### src/rtl/keypad_responder_if.sv
// Host/scanner-facing signal bundle of keypad_responder: keypad row/column
// lines plus the key-press request handshake and status pulses.
interface keypad_responder_if;
    logic [3:0] keypadRow;
    logic [3:0] keypadCol;
    logic [3:0] key_code;
    logic       key_valid;
    logic       key_ready;
    logic       abort;
    logic       press_active;
    logic       done;
    logic       timeout;

    // Host + scanner side
    modport master (
        output keypadRow, key_code, key_valid, abort,
        input  keypadCol, key_ready, press_active, done, timeout
    );

    // Keypad emulator side
    modport slave (
        input  keypadRow, key_code, key_valid, abort,
        output keypadCol, key_ready, press_active, done, timeout
    );
endinterface

### src/rtl/keypad_responder.sv
// 4x4 keypad emulator: holds a host-chosen key against a row-scanning keypad
// controller. Optional contact bounce model is enabled with KEYPAD_BOUNCE_EN.
module keypad_responder #(
    parameter int unsigned MIN_SCANS      = 4,
    parameter int unsigned HOLD_MAX       = 50000,
    parameter int unsigned RELEASE_CYCLES = 20000,
    parameter int unsigned CNT_W          = 16,
    parameter int unsigned BOUNCE_CYCLES  = 64
) (
    input  logic                clk,
    input  logic                rst,
    keypad_responder_if.slave   kp
);

    localparam int unsigned HIT_W = $clog2(MIN_SCANS + 1);

    // An out-of-range configuration never accepts a request.
    localparam bit PARAMS_OK = (MIN_SCANS > 0)
                            && (HOLD_MAX > 0)       && (HOLD_MAX < (1 << CNT_W))
                            && (RELEASE_CYCLES > 0) && (RELEASE_CYCLES < (1 << CNT_W))
                            && (BOUNCE_CYCLES < (1 << CNT_W));

    typedef enum logic [1:0] {
        IDLE    = 2'd0,
        PRESS   = 2'd1,
        RELEASE = 2'd2
    } state_e;

    state_e             state_q, state_d;
    logic [1:0]         kr_q, kr_d;
    logic [1:0]         kc_q, kc_d;
    logic [HIT_W-1:0]   hit_cnt_q, hit_cnt_d;
    logic [CNT_W-1:0]   cyc_cnt_q, cyc_cnt_d;
    logic [3:0]         row_q, row_d;
    logic               done_q, done_d;
    logic               timeout_q, timeout_d;

    logic               in_bounce_c;
    logic               contact_c;
    logic               hit_c;
    logic [CNT_W-1:0]   cyc_inc_c;
    logic [HIT_W-1:0]   hit_inc_c;

`ifdef KEYPAD_BOUNCE_EN
    logic [6:0] lfsr_q, lfsr_d;

    // x^7 + x^6 + 1 free-running LFSR chops the contact during the bounce window
    always_comb begin
        lfsr_d = {lfsr_q[5:0], lfsr_q[6] ^ lfsr_q[5]};
    end

    always_ff @(posedge clk or negedge rst) begin
        if (!rst) lfsr_q <= 7'h5A;
        else      lfsr_q <= lfsr_d;
    end

    always_comb begin
        in_bounce_c = (state_q == PRESS) && (cyc_cnt_q < CNT_W'(BOUNCE_CYCLES));
        contact_c   = !in_bounce_c || lfsr_q[0];
    end
`else
    always_comb begin
        in_bounce_c = 1'b0;
        contact_c   = 1'b1;
    end
`endif

    // Falling edge on the held key's row, ignored while the contact bounces
    always_comb begin
        hit_c     = (state_q == PRESS) && row_q[kr_q] && !kp.keypadRow[kr_q] && !in_bounce_c;
        cyc_inc_c = (cyc_cnt_q == {CNT_W{1'b1}}) ? cyc_cnt_q : cyc_cnt_q + CNT_W'(1);
        hit_inc_c = (hit_cnt_q == HIT_W'(MIN_SCANS)) ? hit_cnt_q : hit_cnt_q + HIT_W'(1);
    end

    // State and datapath registers
    always_ff @(posedge clk or negedge rst) begin
        if (!rst) begin
            state_q   <= IDLE;
            kr_q      <= 2'd0;
            kc_q      <= 2'd0;
            hit_cnt_q <= '0;
            cyc_cnt_q <= '0;
            row_q     <= 4'b1111;
            done_q    <= 1'b0;
            timeout_q <= 1'b0;
        end else begin
            state_q   <= state_d;
            kr_q      <= kr_d;
            kc_q      <= kc_d;
            hit_cnt_q <= hit_cnt_d;
            cyc_cnt_q <= cyc_cnt_d;
            row_q     <= row_d;
            done_q    <= done_d;
            timeout_q <= timeout_d;
        end
    end

    // Next-state and counter logic; abort beats done, done beats timeout
    always_comb begin
        state_d   = state_q;
        kr_d      = kr_q;
        kc_d      = kc_q;
        hit_cnt_d = hit_cnt_q;
        cyc_cnt_d = cyc_cnt_q;
        row_d     = kp.keypadRow;
        done_d    = 1'b0;
        timeout_d = 1'b0;

        unique case (state_q)
            IDLE: begin
                if (kp.key_valid && PARAMS_OK) begin
                    kr_d      = kp.key_code[3:2];
                    kc_d      = kp.key_code[1:0];
                    hit_cnt_d = '0;
                    cyc_cnt_d = '0;
                    state_d   = PRESS;
                end
            end
            PRESS: begin
                cyc_cnt_d = cyc_inc_c;
                if (hit_c) hit_cnt_d = hit_inc_c;
                if (kp.abort) begin
                    state_d   = RELEASE;
                    cyc_cnt_d = '0;
                end else if (hit_c && (hit_cnt_q == HIT_W'(MIN_SCANS - 1))) begin
                    done_d    = 1'b1;
                    state_d   = RELEASE;
                    cyc_cnt_d = '0;
                end else if (cyc_cnt_q == CNT_W'(HOLD_MAX - 1)) begin
                    timeout_d = 1'b1;
                    state_d   = RELEASE;
                    cyc_cnt_d = '0;
                end
            end
            RELEASE: begin
                if (cyc_cnt_q == CNT_W'(RELEASE_CYCLES - 1)) begin
                    state_d   = IDLE;
                    cyc_cnt_d = '0;
                end else begin
                    cyc_cnt_d = cyc_inc_c;
                end
            end
            default: begin
                state_d   = IDLE;
                cyc_cnt_d = '0;
            end
        endcase
    end

    // Outputs; the pressed column follows its row strobe combinationally
    always_comb begin
        kp.keypadCol    = 4'b1111;
        kp.key_ready    = (state_q == IDLE) && PARAMS_OK;
        kp.press_active = (state_q == PRESS);
        kp.done         = done_q;
        kp.timeout      = timeout_q;
        if (state_q == PRESS) begin
            kp.keypadCol[kc_q] = kp.keypadRow[kr_q] || !contact_c;
        end
    end

endmodule

### src/flat_wrapper.sv
// flat-port wrapper written by rule: the top's interface ports become plain ports
module keypad_responder_flat 
#(
    parameter int unsigned MIN_SCANS      = 4,
    parameter int unsigned HOLD_MAX       = 50000,
    parameter int unsigned RELEASE_CYCLES = 20000,
    parameter int unsigned CNT_W          = 16,
    parameter int unsigned BOUNCE_CYCLES  = 64
)
  (clk, rst, kp_keypadRow, kp_key_code, kp_key_valid, kp_abort, kp_keypadCol, kp_key_ready, kp_press_active, kp_done, kp_timeout);
  keypad_responder_if kp_i ();
  input  logic clk;
  input  logic rst;
  input wire logic [$bits(kp_i.keypadRow)-1:0] kp_keypadRow;
  input wire logic [$bits(kp_i.key_code)-1:0] kp_key_code;
  input wire logic [$bits(kp_i.key_valid)-1:0] kp_key_valid;
  input wire logic [$bits(kp_i.abort)-1:0] kp_abort;
  output wire logic [$bits(kp_i.keypadCol)-1:0] kp_keypadCol;
  output wire logic [$bits(kp_i.key_ready)-1:0] kp_key_ready;
  output wire logic [$bits(kp_i.press_active)-1:0] kp_press_active;
  output wire logic [$bits(kp_i.done)-1:0] kp_done;
  output wire logic [$bits(kp_i.timeout)-1:0] kp_timeout;
  assign kp_i.keypadRow = kp_keypadRow;
  assign kp_i.key_code = kp_key_code;
  assign kp_i.key_valid = kp_key_valid;
  assign kp_i.abort = kp_abort;
  assign kp_keypadCol = kp_i.keypadCol;
  assign kp_key_ready = kp_i.key_ready;
  assign kp_press_active = kp_i.press_active;
  assign kp_done = kp_i.done;
  assign kp_timeout = kp_i.timeout;
  keypad_responder #(.MIN_SCANS(MIN_SCANS), .HOLD_MAX(HOLD_MAX), .RELEASE_CYCLES(RELEASE_CYCLES), .CNT_W(CNT_W), .BOUNCE_CYCLES(BOUNCE_CYCLES)) u_core (.clk(clk), .rst(rst), .kp(kp_i));
endmodule
### config.mk
export PLATFORM = sky130hd
export DESIGN_NAME = keypad_responder_flat
export DESIGN_NICKNAME = d
export VERILOG_FILES = /design/src/rtl/keypad_responder_if.sv /design/src/rtl/keypad_responder.sv /design/src/flat_wrapper.sv
export SDC_FILE = /design/constraint.sdc
export NUM_CORES = 1
export LEC_CHECK = 0
export ABC_CLOCK_PERIOD_IN_PS = 4100
export CAP_MARGIN = 30
export CORE_MARGIN = 2
export CORE_UTILIZATION = 51
export DETAILED_ROUTE_END_ITERATION = 8
export PLACE_DENSITY = 0.75
export SLEW_MARGIN = 5
export SYNTH_ARGS = -nofsm -noshare
export SYNTH_HDL_FRONTEND = slang
export SYNTH_SLANG_ARGS = --single-unit
export TNS_END_PERCENT = 100
### constraint.sdc
create_clock -name clk -period 4.1 [get_ports clk]
set_clock_uncertainty 0.1 [all_clocks]
set_input_delay 0.82 -clock clk [delete_from_list [all_inputs] [get_ports clk]]
set_output_delay 0.82 -clock clk [all_outputs]
set_load 0.01 [all_outputs]
# Yosys cells after proc, flatten, opt, wreduce, memory -nomap -nowiden
# Cells that the tools add are included.
# word_totals
regBits	31
in_bits	12
# classes
n_addsub	2
n_lt_le_gt_ge	3
eq_ne	12
n_mux	31
n_bitwise	2
reduce_logical	10
# op_table
operator	count
16-bit two-way mux	6
16-bit one-hot mux with 3 select lines	1
16-bit == test, second input constant	2
16-bit by 1-bit adder with 16-bit output, second input constant	1
16-bit by 15-bit == test with 1-bit output, second input constant	1
1-bit two-way mux	10
2-bit two-way mux	5
3-bit two-way mux	3
2-bit by 3-bit < comparator with 1-bit output, second input constant	2
2-bit one-hot mux with 3 select lines	1
3-bit one-hot mux with 2 select lines	1
1-bit binary-select mux with 2-bit select	2
1-bit logical AND	4
4-bit two-way mux	1
2-bit by 1-bit != test with 1-bit output, second input constant	2
2-bit != test, second input constant	2
4-bit by 2-bit != test with 1-bit output, second input constant	1
4-bit NOT	1
4-bit bitwise OR	1
4-bit AND reduction	1
3-bit by 1-bit adder with 3-bit output, second input constant	1
3-bit by 2-bit == test with 1-bit output, second input constant	1
3-bit == test, second input constant	1
3-bit AND reduction	1
other kinds (8)	8

# Longest topological paths before layout
# logic_depth
ltp_word	8
depth_mapped	9
depth_no_buf	8

# Worst setup path before layout
# No wires, ideal clock.
# synth_timing
path_type	input -> output
from	input kp_keypadRow[3]
to	output kp_keypadCol[0]
t_arrival_ns	1.956
required_time_ns	3.180
setup_slack_ns	1.224
stages	3
cell_sequence	mux4_2 -> nor2b_2 -> or3b_2
# synth_between
elab_chain_cells	4
# synth_rtl
element	line	rtl
start: declaration	flat_wrapper.sv:14	input wire logic [$bits(kp_i.keypadRow)-1:0] kp_keypadRow;
1-bit binary-select mux with 2-bit select	keypad_responder.sv:158	kp.keypadCol[kc_q] = kp.keypadRow[kr_q] || !contact_c;
1-bit two-way mux (implied by the code)	keypad_responder.sv:158	
4-bit bitwise OR (no source line)	-	
4-bit two-way mux	keypad_responder.sv:157	if (state_q == PRESS) begin
end: declaration	flat_wrapper.sv:18	output wire logic [$bits(kp_i.keypadCol)-1:0] kp_keypadCol;
# No other way between the ends. The select of a mux whose other input is x is not followed.

# Final worst setup path
# layout_timing
from	input kp_keypadRow[2]
to	output kp_keypadCol[0]
# The elaborated chain is that of the path after synthesis.

==> impl_metrics.env <==
export IMPL_drt_iter0_markers=61
export IMPL_yosys_area_share_xor_xnor=0.00477
export IMPL_synth_nets=208
export IMPL_slew_viol_final=0
export IMPL_viasPerCell=5.98
export IMPL_drc=0
export IMPL_max_stage_delay_ps=500
export IMPL_leakage_nw=0.863
export IMPL_grt_usage=0.220
export IMPL_antenna_found_initial=0
export IMPL_hpwl_mm=2.92
export IMPL_critPathTopFamily="buffers and inverters"
export IMPL_post_cts_buffers=0
export IMPL_ir_drop_mv=0.376
export IMPL_cts_sinks=31
export IMPL_p_per_area_nw_per_um2=486
export IMPL_core_area_um2=3390
export IMPL_rsz0062_at_grt="false"
export IMPL_cp_buffers_inverters=2
export IMPL_fmax_ghz=0.260
export IMPL_htree_num_levels=2
export IMPL_die_x_um=64.0
export IMPL_yosysTopAreaCell="dfrtp_1"
export IMPL_critPathMaxFanout=5
export IMPL_synth_common_cells="dfrtp_1 (27), nand2_1 (26), a21oi_1 (14), o21ai_0 (13)"
export IMPL_syn_cell_area_um2=1840
export IMPL_holdWs_ps=452
export IMPL_clk_latency_ps=330
export IMPL_synth_area_per_cell_um2=9.72
export IMPL_path_class="input pin to primary output"
export IMPL_cp_data_required_time_ps=3180
export IMPL_clkTransAtPathRegs_ps=90
export IMPL_synth_cell_types=49
export IMPL_run_status="finished clean"
export IMPL_portBuffers=19
export IMPL_crit_chain="clkdlybuf4s50_1, mux4_2, nor2b_2, or3b_2, clkdlybuf4s50_1"
export IMPL_finalPower_mw=1.04
export IMPL_ys_flop_type="dfrtp_1"
export IMPL_initial_core_util=0.542
export IMPL_clkPwrFrac=0.193
export IMPL_nFillCells=280
export IMPL_synth_compound_area_share=0.195
export IMPL_min_path_type="register to register"
export IMPL_grt_pass1_wl_mm=6.96
export IMPL_slowest_stage="mux4_2"
export IMPL_synth_seq_area_share=0.425
export IMPL_layout_nets=232
export IMPL_synth_top_family_by_area="simple AND/OR/NAND/NOR gates"
export IMPL_clockBufferDepth=2
export IMPL_fp_dieArea_um2=4100
export IMPL_finalSetupTns_ps=0
export IMPL_cp_arrival_ps=2930
export IMPL_wl_mm=3.93
export IMPL_gr_total_overflow=0
export IMPL_yosysMostFrequentCell="dfrtp_1"
export IMPL_synth_edf_count=0
export IMPL_dr_total_vias=1555
export IMPL_area_growth_pct=16.3
export IMPL_crit_path_start_kind="input pin"
export IMPL_combPwrFrac=0.422
export IMPL_yosys_area_share_adder=0.0477
export IMPL_synthCells=189
export IMPL_hold_viol_final=0
export IMPL_end_kind="primary output"
export IMPL_worstMarginPinSlew_ps=693
export IMPL_synth_top_cell_area_share=0.368
export IMPL_ys_warn_count=0
export IMPL_cts_resized=0
export IMPL_dr_pass1_iters=4
export IMPL_die_h_um=64.0
export IMPL_synthSimpleGateAreaFrac=0.236
export IMPL_swShare=0.369
export IMPL_fin_crit_sh=0.940
export IMPL_crit_top_cell="clkdlybuf4s50_1"
export IMPL_synthArstFlopShare=1.00
export IMPL_drv_cap=0
export IMPL_hold_depth=1
export IMPL_min_period_ps=3850
export IMPL_finalSetupViolCount=0
export IMPL_reg2reg_depth=7
export IMPL_power_frac_seq=0.386
export IMPL_antenna_left=0
export IMPL_clock_root_buffer="clkbuf_4"
export IMPL_ios=20
export IMPL_drive_gt1_frac=0.159
export IMPL_synthMuxAreaShare=0.0545
export IMPL_cts_buffers=5
export IMPL_num_antenna_cells=0
export IMPL_grt_max_degree=32
export IMPL_switchingPower_mw=0.384
export IMPL_finalNonFillerCells=260
export IMPL_crit_cells=5
export IMPL_cts_tree="yes"
export IMPL_rows=21
export IMPL_synth_area_leaders="dfrtp_1 (37%), dfstp_2 (5.7%), nand2_1 (5.3%)"
export IMPL_ys_seq_elements=31
export IMPL_gp_congestion=0.890
export IMPL_grt_pass1_vias=1531
export IMPL_hold_buffers=0
export IMPL_numPlacedInstances=252
export IMPL_maxSlewHeadroom=0.535
export IMPL_p_int_mw=0.655
export IMPL_wl_per_cell_um=15.1
## power groups by stage
stage                     clock, mW  combinational, mW  sequential, mW
final                         0.200              0.438           0.401
after global routing          0.224              0.486           0.410
after CTS                     0.209              0.442           0.401
after detailed placement          0              0.438           0.407
after global placement            0              0.420           0.404
after floorplan                   0              0.328           0.395
## cell type report
cell class / count / area (um2) / area share
multi-input cells: 144 / 988 / 0.462
flip-flops and latches: 31 / 781 / 0.365
repair buffers: 21 / 205 / 0.0960
clock buffers: 8 / 68.8 / 0.0322
well taps: 46 / 57.6 / 0.0269
inverters: 10 / 37.5 / 0.0176
## through the flow
| stage | util | setup WS, ps | instance area (um2) |
|---|---|---|---|
| after floorplan | - | 1220 | 1840 |
| after global placement | 0.611 | 315 | 2070 |
| after detailed placement | 0.611 | 247 | 2070 |
| after CTS | 0.631 | 234 | 2140 |
| after global routing | 0.631 | 154 | 2140 |
| final | 0.631 | 248 | 2140 |
## placed cells by master, fill, tap and decap left out, types with 4 or more instances in the layout
master / synthesis / layout
a21oi_1: 14 / 14
a31oi_1: 5 / 5
and3_1: 5 / 5
clkbuf_4: 1 / 5
clkdlybuf4s50_1: 0 / 19
dfrtp_1: 27 / 27
dfstp_2: 4 / 4
ha_1: 7 / 7
inv_1: 10 / 10
mux2_2: 6 / 6
nand2_1: 26 / 26
nand2b_1: 4 / 4
nand3_1: 7 / 7
nand4_1: 6 / 6
nor2_1: 10 / 10
o211ai_1: 4 / 4
o21ai_0: 13 / 13
## worst register-to-register path: stages, from the launching register on
cell     delay, ps
dfrtp_1        400
inv_1           80
ha_1           350
nor2b_1        410
and4_4         300
a21o_1         500
o21ai_0        190
a22oi_1        230
## routing by layer
metal | vias up | wire, um | GRT usage
li1 | 746 | - | -
met1 | 762 | 1750 | 0.278
met2 | 43 | 1940 | 0.359
met3 | 4 | 191 | 0.0616
met4 | 0 | 48 | 0.0815
met5 | - | 0 | 0
## sequential cells by signal, indices dropped and copies added, names as in the netlist
signal and cells:
u_core.cyc_cnt_q 16, u_core.hit_cnt_q 3, u_core.kc_q 2, u_core.kp.done 1
u_core.kp.timeout 1, u_core.kr_q 2, u_core.row_q 4, u_core.state_q 2
## cells by family (layout without fill, tap and decap cells)
family | Yosys count | count (layout)
compound gates | 52 | 52
xor+xnor | 1 | 1
fa+ha+maj | 7 | 7
buf+inv | 14 | 39
flops | 31 | 31
mux | 8 | 8
simple gates | 76 | 76
## final timing paths
check	start	to	slack, ps
worst max-delay path	kp_keypadRow[2]	kp_keypadCol[0]	250
worst min-delay path	u_core.cyc_cnt_q[1]	u_core.cyc_cnt_q[1]	450
worst max register to register	u_core.state_q[1]	u_core.cyc_cnt_q[15]	1460
worst min register to register	u_core.cyc_cnt_q[1]	u_core.cyc_cnt_q[1]	450
max in group asynchronous	rst	u_core.row_q[2]	2810
min in group asynchronous	rst	u_core.hit_cnt_q[2]	770
Note: power is estimated with default switching activity, not from simulation.
